**src/rtl/uart_rx_if.sv**
```systemverilog
// UART receiver bus interface.
// Groups the oversample strobe, the serial line and the received-byte outputs.
//   os_stb   : 16x baud oversample tick, one clk wide
//   rxd      : asynchronous serial line, idle high
//   dout     : last received data byte
//   dout_vld : one-clk pulse, byte complete
//   perr     : parity error for the byte flagged by dout_vld
//   ferr     : framing error (stop bit low) for the byte flagged by dout_vld
// Modports: slave = the receiver, master = whoever drives the line and consumes bytes.
interface uart_rx_if;
    logic       os_stb;
    logic       rxd;
    logic [7:0] dout;
    logic       dout_vld;
    logic       perr;
    logic       ferr;

    modport slave (
        input  os_stb,
        input  rxd,
        output dout,
        output dout_vld,
        output perr,
        output ferr
    );

    modport master (
        output os_stb,
        output rxd,
        input  dout,
        input  dout_vld,
        input  perr,
        input  ferr
    );
endinterface

```
**src/rtl/uart_rx.sv**
```systemverilog
// UART receiver, 16x oversampled, 8 data bits LSB first, optional even parity, one stop bit.
// Parameters:
//   PARITY_EN : 0 = no parity bit, nonzero = one even-parity bit after the data bits
// Ports:
//   clk  : single clock, rising edge
//   rstn : asynchronous active-low reset
//   bus  : uart_rx_if slave modport (os_stb, rxd in; dout, dout_vld, perr, ferr out)
module uart_rx #(
    parameter int unsigned PARITY_EN = 0
) (
    input logic     clk,
    input logic     rstn,
    uart_rx_if.slave bus
);

    typedef enum logic [2:0] {
        StIdle,
        StStart,
        StData,
        StParity,
        StStop
    } state_e;

    state_e     state_q, state_d;
    logic       rxd_meta_q, rxd_s;
    logic [3:0] tick_q, tick_d;
    logic [2:0] bit_q, bit_d;
    logic [7:0] data_q, data_d;
    logic       perr_next_q, perr_next_d;
    // Set after a low stop bit; blocks start detection until the line is seen high.
    logic       wait_high_q, wait_high_d;
    logic [7:0] dout_q, dout_d;
    logic       vld_q, vld_d;
    logic       perr_q, perr_d;
    logic       ferr_q, ferr_d;

    // Two-flop synchronizer, resets to the idle (high) line level.
    always_ff @(posedge clk or negedge rstn) begin
        if (!rstn) begin
            rxd_meta_q <= 1'b1;
            rxd_s      <= 1'b1;
        end else begin
            rxd_meta_q <= bus.rxd;
            rxd_s      <= rxd_meta_q;
        end
    end

    always_ff @(posedge clk or negedge rstn) begin
        if (!rstn) begin
            state_q     <= StIdle;
            tick_q      <= 4'd0;
            bit_q       <= 3'd0;
            data_q      <= 8'h00;
            perr_next_q <= 1'b0;
            wait_high_q <= 1'b0;
            dout_q      <= 8'h00;
            vld_q       <= 1'b0;
            perr_q      <= 1'b0;
            ferr_q      <= 1'b0;
        end else begin
            state_q     <= state_d;
            tick_q      <= tick_d;
            bit_q       <= bit_d;
            data_q      <= data_d;
            perr_next_q <= perr_next_d;
            wait_high_q <= wait_high_d;
            dout_q      <= dout_d;
            vld_q       <= vld_d;
            perr_q      <= perr_d;
            ferr_q      <= ferr_d;
        end
    end

    always_comb begin
        state_d     = state_q;
        tick_d      = tick_q;
        bit_d       = bit_q;
        data_d      = data_q;
        perr_next_d = perr_next_q;
        wait_high_d = wait_high_q;
        dout_d      = dout_q;
        vld_d       = 1'b0;
        perr_d      = perr_q;
        ferr_d      = ferr_q;

        if (bus.os_stb) begin
            unique case (state_q)
                StIdle: begin
                    if (wait_high_q) begin
                        if (rxd_s) begin
                            wait_high_d = 1'b0;
                        end
                    end else if (!rxd_s) begin
                        state_d = StStart;
                        tick_d  = 4'd0;
                    end
                end

                StStart: begin
                    if (tick_q == 4'd7) begin
                        if (!rxd_s) begin
                            state_d     = StData;
                            tick_d      = 4'd0;
                            bit_d       = 3'd0;
                            perr_next_d = 1'b0;
                        end else begin
                            // Start bit gone high by mid-bit: treat as a glitch.
                            state_d = StIdle;
                        end
                    end else begin
                        tick_d = tick_q + 4'd1;
                    end
                end

                StData: begin
                    // Counter wraps 15 -> 0, so each bit is sampled 16 ticks after the last.
                    tick_d = tick_q + 4'd1;
                    if (tick_q == 4'd15) begin
                        data_d[bit_q] = rxd_s;
                        bit_d         = bit_q + 3'd1;
                        if (bit_q == 3'd7) begin
                            state_d = (PARITY_EN != 0) ? StParity : StStop;
                        end
                    end
                end

                StParity: begin
                    tick_d = tick_q + 4'd1;
                    if (tick_q == 4'd15) begin
                        perr_next_d = rxd_s ^ (^data_q);
                        state_d     = StStop;
                    end
                end

                StStop: begin
                    tick_d = tick_q + 4'd1;
                    if (tick_q == 4'd15) begin
                        state_d     = StIdle;
                        vld_d       = 1'b1;
                        dout_d      = data_q;
                        ferr_d      = ~rxd_s;
                        perr_d      = (PARITY_EN != 0) ? perr_next_q : 1'b0;
                        wait_high_d = ~rxd_s;
                    end
                end

                default: begin
                    state_d = StIdle;
                end
            endcase
        end
    end

    assign bus.dout     = dout_q;
    assign bus.dout_vld = vld_q;
    assign bus.perr     = perr_q;
    assign bus.ferr     = ferr_q;

endmodule

```
**src/flat_wrapper.sv**
```systemverilog
// flat-port wrapper written by rule: the top's interface ports become plain ports
module uart_rx_flat 
#(
    parameter int unsigned PARITY_EN = 0
)
  (clk, rstn, bus_os_stb, bus_rxd, bus_dout, bus_dout_vld, bus_perr, bus_ferr);
  uart_rx_if bus_i ();
  input logic clk;
  input logic rstn;
  input wire logic [$bits(bus_i.os_stb)-1:0] bus_os_stb;
  input wire logic [$bits(bus_i.rxd)-1:0] bus_rxd;
  output wire logic [$bits(bus_i.dout)-1:0] bus_dout;
  output wire logic [$bits(bus_i.dout_vld)-1:0] bus_dout_vld;
  output wire logic [$bits(bus_i.perr)-1:0] bus_perr;
  output wire logic [$bits(bus_i.ferr)-1:0] bus_ferr;
  assign bus_i.os_stb = bus_os_stb;
  assign bus_i.rxd = bus_rxd;
  assign bus_dout = bus_i.dout;
  assign bus_dout_vld = bus_i.dout_vld;
  assign bus_perr = bus_i.perr;
  assign bus_ferr = bus_i.ferr;
  uart_rx #(.PARITY_EN(PARITY_EN)) u_core (.clk(clk), .rstn(rstn), .bus(bus_i));
endmodule
```
**config.mk**
```make
export PLATFORM = sky130hd
export DESIGN_NAME = uart_rx_flat
export DESIGN_NICKNAME = d
export VERILOG_FILES = /design/src/rtl/uart_rx_if.sv /design/src/rtl/uart_rx.sv /design/src/flat_wrapper.sv
export SDC_FILE = /design/constraint.sdc
export NUM_CORES = 1
export LEC_CHECK = 0
export ABC_CLOCK_PERIOD_IN_PS = 4000
export CAP_MARGIN = 20
export CORE_MARGIN = 8
export CORE_UTILIZATION = 30
export CTS_CLUSTER_DIAMETER = 50
export CTS_CLUSTER_SIZE = 12
export DETAILED_ROUTE_END_ITERATION = 10
export PLACE_DENSITY = 0.53
export SETUP_SLACK_MARGIN = 0.2
export SLEW_MARGIN = 30
export SYNTH_ARGS = -nofsm -noshare
export SYNTH_HDL_FRONTEND = slang
export SYNTH_SLANG_ARGS = --single-unit
```
**constraint.sdc**
```tcl
create_clock -name clk -period 4 [get_ports clk]
set_input_delay 1 -clock clk [delete_from_list [all_inputs] [get_ports clk]]
set_output_delay 1 -clock clk [all_outputs]
set_load 0.005 [all_outputs]
```
==> results of run 1 <==
## through the flow
stage,hold WS (ps),setup WS (ps),power (mW),instances,cell area [µm²]
detailed placement,350,1090,0.621,212,1730
global placement,346,1160,0.614,212,1730
CTS,359,1360,0.918,219,1830
floorplan,345,1920,0.575,135,1540
finish,359,1370,0.912,219,1830
global route,360,1290,0.968,219,1830
## worst max-delay path, cell delays in order
cell and delay (ps):
clkdlybuf4s50_1 740, nand4_4 180, nor4b_2 270, buf_4 240, mux2_2 360
## cell families after synthesis
group | share of synthesized area (%)
adders and majority gates | 2.44
and+or+nand+nor | 17.6
buffers and inverters | 4.71
AOI/OAI and AO/OA | 8.93
muxes | 15.0
xor gates and xnor gates | 0.568
other | 0.243
DFF | 50.5
## path summary, 6_finish.rpt
kind                       slack, ps              start            endpoint  cells past startpoint
setup / recovery                1370         bus_os_stb  u_core.bus.dout[3]                      5
min in group asynchronous       1110               rstn   u_core.state_q[2]                      2
hold reg to reg                  360  u_core.rxd_meta_q        u_core.rxd_s                      0
hold / removal                   360  u_core.rxd_meta_q        u_core.rxd_s                      0
setup reg to reg                2090  u_core.state_q[1]    u_core.data_q[1]                      4
max in group asynchronous       2560               rstn        u_core.rxd_s                      2
## power groups by stage
stage	Combinational (mW)	Sequential, mW	Clock [mW]
floorplan	0.184	0.391	0
global placement	0.185	0.429	0
detailed placement	0.190	0.431	0
CTS	0.192	0.425	0.301
global route	0.220	0.436	0.312
finish	0.193	0.426	0.293
## per-layer routing
metal  global-route usage (%)  part of all wire (%)  vias to the layer above
li1                         -                     -                      515
met1                     11.0                    48                      529
met2                     13.4                    46                       19
met3                     3.56                   5.3                        4
met4                     3.75                   1.2                        0
met5                        0                     0                        -
## layout make-up
cell class / count / area (µm²) / share of cell area [%]
inverter: 7 / 26.3 / 1.44
multi-input combinational: 89 / 691 / 37.7
clock inverter: 1 / 30.0 / 1.64
sequential: 31 / 778 / 42.5
timing repair buffer: 15 / 145 / 7.93
tap: 70 / 87.6 / 4.78
clock buffer: 6 / 72.6 / 3.96
## state kept, by name (all words and copies together), names as in the netlist
name and flops:
u_core.bit_q 3, u_core.rxd_meta_q 1, u_core.state_q 3, u_core.data_q 8
u_core.bus.dout 8, u_core.tick_q 4, u_core.bus.ferr 1, u_core.rxd_s 1
u_core.wait_high_q 1, u_core.bus.dout_vld 1
## synthesized netlist by cell type, types with 3 or more instances
library cell  number
buf_2              4
dfrtp_1           29
ha_1               3
inv_1              7
mux2_2            17
mux2i_1            4
nand2_1           10
nand3_1            6
nand4_1            3
nor2_1             8
nor4_1             4
o21ai_0            4
==> metrics.md, run 1 <==
| Metric | Value |
|---|---|
| Outcome | complete, no violations |
| Clk pwr share | 32.1% |
| Critical Path AT | approximately 2800 ps |
| Max FO, Critical Path | 11 |
| DRC | 0 |
| Port Buffers | 13 |
| 1st-iter DRT viols | between 40 and 50 |
| Syn_nets | about 140 |
| Most common cell after layout, fill and taps aside | dfrtp_1 |
| Diode count | 0 |
| Setup tns final | 0 ps |
| Number of clock sinks | 31 |
| Sw power | between 200 and 300 µW |
| Clk Latency, worst-skew pair | roughly 280 ps |
| Max_slew headroom | 65.0% |
| Max-slew violations | 0 |
| Syn avg cell area | approximately 11 µm² |
| Post-detail-place hpwl | approximately 2 mm |
| Warnings from Yosys | 0 |
| Worst-path clk slew | about 60 ps |
| Netlist cell types | between 40 and 50 |
| Fin. Hold Viols | 0 |
| Post-synth top area share | 47.1% |
| Worst Max-Slew Pin Slew | between 500 and 600 ps |
| Layout cells sized above 1 | around 21% |
| Setup violators final | 0 |
| Die ar. | between 7000 and 8000 µm² |
| Initial DRT Pass Iterations | 4 |
| Sw Share | between 30% and 40% |
| Placeable Area | approximately 5000 µm² |
| Critical path data required time | 4160 ps |
| Initial antenna violation count | 0 |
| CTS resizes | 0 |
| Starting Density | a little under a third |
| Hold Crit Class | reg -> reg |
| FP Rows | 26 |
| Layout fillers | between 500 and 600 |
| Sequential area share after synthesis | between 50% and 60% |
| CTS H-tree depth | 2 |
| Commonest non-fill, non-tap cells in the layout | dfrtp_1 (29), mux2_2 (17), clkdlybuf4s50_1 (13) |
| Routed WL | approximately 3 mm |
| Die X | 87.7 µm |
| CP Capture Type | flop |
| Yosys reg bits | 31 |
| CTS tree | done |
| Vias | around 1100 |
| Post-DR wirelength/cell | 13.7 µm |
| CP Class | in -> reg |
| Largest net degree at the start of global routing | 32 |
| Via density | slightly below 5 |
| Area growth syn-to-layout | 18.8% |
| Top cell type by total area after synthesis | dfrtp_1 |
| Peak supply drop | between 0.00015 and 0.0002 V |
| Seq pwr share | ~47% |
| Combinational share of power | between 20% and 30% |
| Fmax | ~0.38 GHz |
| Hold-fix buffers, CTS | 0 |
| Crit path launch type | input port |
| DRT antenna net count | 0 |
| Gpl congestion | around 0.83 |
| Leak | 0.796 nW |
| CTS buffer count | 5 |
| Nets | between 150 and 200 |
| Final Util | 36.3% |
| Clock Tree Root | clkbuf_8 |
| Setup repair bufs after CTS | 0 |
| First-pass GRT wire length | slightly above 5 mm |
| Vias in the first global route | roughly 1100 |
| Die span in y | roughly 88 µm |
| GRT Residual Overflow | 0 |
| Top cells by area, synth | dfrtp_1 (47%), mux2_2 (12%), dfstp_2 (3.4%), mux2i_1 (2.6%), ha_1 (2.4%) |
| Number of enable flip-flop cells after synthesis | 0 |
| Asr flop ratio synth | between 90% and 100% |
| Most used DFF post-synth | dfrtp_1 |
| Post-Syn Instances | 135 |
| Total GRT Usage | under 10% |
| Tcrit/Tclk final | between 60% and 70% |
| Max-cap viol count | 0 |
| RSZ-0062 raised after global routing | no |
| Final setup skew | between 5 and 6 ps |
| Ports | 15 |
| Int Pwr | 620 µW |
| PD cells | roughly 500 nW/µm² |
| Min cycle time layout | 2630 ps |
| Mapped Area | 1540 µm² |
| Longest Clk Path Bufs | 2 |
Note: power is estimated with default switching activity, not from simulation.
==> run 2: changes to the inputs <==
- ABC_CLOCK_PERIOD_IN_PS: 4000 -> 2200
- PLACE_DENSITY: 0.53 -> 0.55
- clock period: 4 -> 2.2 ns (I/O delays scaled with it)
==> run 2 against run 1 <==
Non-clock buffer count increased by 4; critical path depth is the same; sequential cell count did not move; register-to-register slack lost 1700 ps; total power is 72% higher; count of clock-buffer cells in the layout is the same; clock skew is essentially flat; hold slack worse by 3.1 ps; via count is 1.8% higher; design area increased by 0.68%.
==> metrics.md, run 2 (synthesized netlist as in run 1, its figures left out) <==
| Metric | Value |
|---|---|
| Outcome | complete, no violations |
| Initial DRT Pass Iterations | 4 (unchanged) |
| CP Capture Type | flop |
| Vias in the first global route | 1127 (+3.4%) |
| Worst-case hold path end point | u_core.rxd_s |
| Number of clock sinks | 31 (unchanged) |
| Commonest non-fill, non-tap cells in the layout | dfrtp_1 (29), mux2_2 (17), clkdlybuf4s50_1 (13) |
| Routed WL | 3.06 mm (+1.7%) |
| CTS resizes | 0 (unchanged) |
| Min cycle time layout | about 1900 ps |
| FF-to-FF path depth | 5 (+1) |
| Fmax | approximately 0.52 GHz |
| CP Launch Point | bus_os_stb |
| Nets | 160 (+2.6%) |
| Clk Latency, worst-skew pair | 280 ps (about the same) |
| Most common cell after layout, fill and taps aside | dfrtp_1 |
| GRT Residual Overflow | 0 (unchanged) |
| First-pass GRT wire length | 5.46 mm (+5.4%) |
| CP max stage cell | clkdlybuf4s50_1 |
| Critical Path AT | 2080 ps (-710 ps) |
| Setup repair bufs after CTS | 0 (unchanged) |
| 1st-iter DRT viols | 34 (-29%) |
| CP Class | in -> reg |
| Worst Max-Slew Pin Slew | 549 ps (+23.6 ps) |
| Tcrit/Tclk final | between 80 and 90% |
| Die span in y | 87.7 µm (unchanged) |
| DRC | 0 (unchanged) |
| Port Buffers | 13 (unchanged) |
| PD cells | 852 nW/µm² (+71%) |
| CTS tree | done |
| Layout fillers | 501 (-1.4%) |
| Max FO, Critical Path | 11 (unchanged) |
| Area growth syn-to-layout | 19.6% |
| Crit path launch type | input port |
| Layout cells sized above 1 | 24.0% (+2.5 points) |
| Post-DR wirelength/cell | 13.7 µm (-0.57%) |
| FP Rows | 26 (unchanged) |
| Hold path startpoint | u_core.rxd_meta_q |
| Initial antenna violation count | 0 (unchanged) |
| Worst-path clk slew | 60 ps (about the same) |
| R2R Setup Slk | 350 ps (-1740 ps) |
| DRT antenna net count | 0 (unchanged) |
| Placed cells | 216 (+1.9%) |
| Max-cap viol count | 0 (unchanged) |
| Max-slew violations | 0 (unchanged) |
| WHS Path Cells | 0 (unchanged) |
| Peak supply drop | 0.000378 V (+99%) |
| Hold-fix buffers, CTS | 0 (unchanged) |
| Total GRT Usage | 9.19% (+0.26 points) |
| CTS buffer count | 5 (unchanged) |
| Via density | 4.85 (-0.49%) |
| RSZ-0062 raised after global routing | no |
| Vias | 1086 (+1.8%) |
| Longest Clk Path Bufs | 2 (unchanged) |
| CTS H-tree depth | 2 (unchanged) |
| Clock Tree Root | clkbuf_8 |
| Critical path data required time | 2370 ps (-1790 ps) |
| Final Instance Count excl. Fillers | 224 (+2.3%) |
| Fin. Hold Viols | 0 (unchanged) |
| Hold Crit Class | reg -> reg |
| Largest net degree at the start of global routing | 32 (unchanged) |
| Die ar. | 7690 µm² (unchanged) |
| Max_slew headroom | 63.4% (-1.6 points) |
| Ports | 15 (unchanged) |
| Reg2reg end | u_core.bus.dout[7] |
| Setup violators final | 0 (unchanged) |
| Setup tns final | 0 ps (unchanged) |
| Crit path cell chain | clkdlybuf4s50_1 -> nand4_4 -> nor4b_2 -> buf_4 -> mux2_2 |
| Leak | 0.805 nW (+1.1%) |
| Biggest cell delay along the critical path | 530 ps (-210 ps) |
| Post-detail-place hpwl | 2.12 mm (+4.7%) |
| Placeable Area | 5040 µm² (unchanged) |
| Starting Density | 30.6% (unchanged) |
| Gpl congestion | 0.742 (-10%) |
| Die X | 87.7 µm (unchanged) |
| Final setup skew | 5.63 ps (-0.215 ps) |
| Reg2reg start | u_core.tick_q[0] |
| Diode count | 0 (unchanged) |
-- run 2: cell types whose count changed in the layout (fill, tap and decap cells not counted) --
cell        delta
bufinv_16      -1
clkinv_2       +1
clkinvlp_4     +1
buf_4          +4
-- run 2: worst max-delay path, delay by kind of cell --
kind | cells | cell delay, ps
mux | 1 | 350
buf+inv | 2 | 780
simple gates | 2 | 390
-- run 2: routing by layer --
layer  track usage, %  wire length (µm)  up-vias
li1                 -                 -      524
met1             11.4              1510      544
met2             13.8              1410       16
met3             3.94               123        2
met4             3.28                17        0
met5                0                 0        -
-- run 2: layout make-up --
type | count | area (µm²) | area share, %
flip-flops and latches | 31 | 778 | 42.2
multi-input cells | 89 | 691 | 37.5
repair buffers | 19 | 175 | 9.50
well taps | 70 | 87.6 | 4.75
clock buffers | 6 | 72.6 | 3.94
inverters | 7 | 26.3 | 1.43
clock inverters | 2 | 12.5 | 0.679
-- run 2: worst max-delay path by stage --
| stage | endpoint | slack [ps] | cells after the start |
|---|---|---|---|
| global route | u_core.bus.dout[3] | 220 | 5 |
| CTS | u_core.bus.dout[7] | 290 | 5 |
| finish | u_core.bus.dout[7] | 290 | 5 |
| detailed placement | u_core.bus.dout[7] | 7 | 5 |
| global placement | u_core.bus.dout[1] | 20 | 5 |
| floorplan | u_core.bus.dout[0] | 440 | 5 |
-- run 2: stage by stage --
| stage | power [mW] | worst slack, ps | area (µm²) | utilization [%] | hold WS, ps |
|---|---|---|---|---|---|
| global route | 1.69 | 224 | 1840 | 36.6 | 360 |
| finish | 1.57 | 286 | 1840 | 36.6 | 355 |
| CTS | 1.59 | 288 | 1840 | 36.6 | 357 |
| detailed placement | 1.15 | 7.00 | 1760 | 34.9 | 348 |
| global placement | 1.13 | 17.4 | 1760 | 34.9 | 346 |
| floorplan | 1.05 | 440 | 1540 | - | 254 |
-- run 2: power by group --
part | total [mW] | internal, mW | switching, mW
Clock | 0.430 | 0.221 | 0.210
Sequential | 0.743 | 0.633 | 0.110
Combinational | 0.398 | 0.176 | 0.222
Total | 1.57 | 1.03 | 0.541
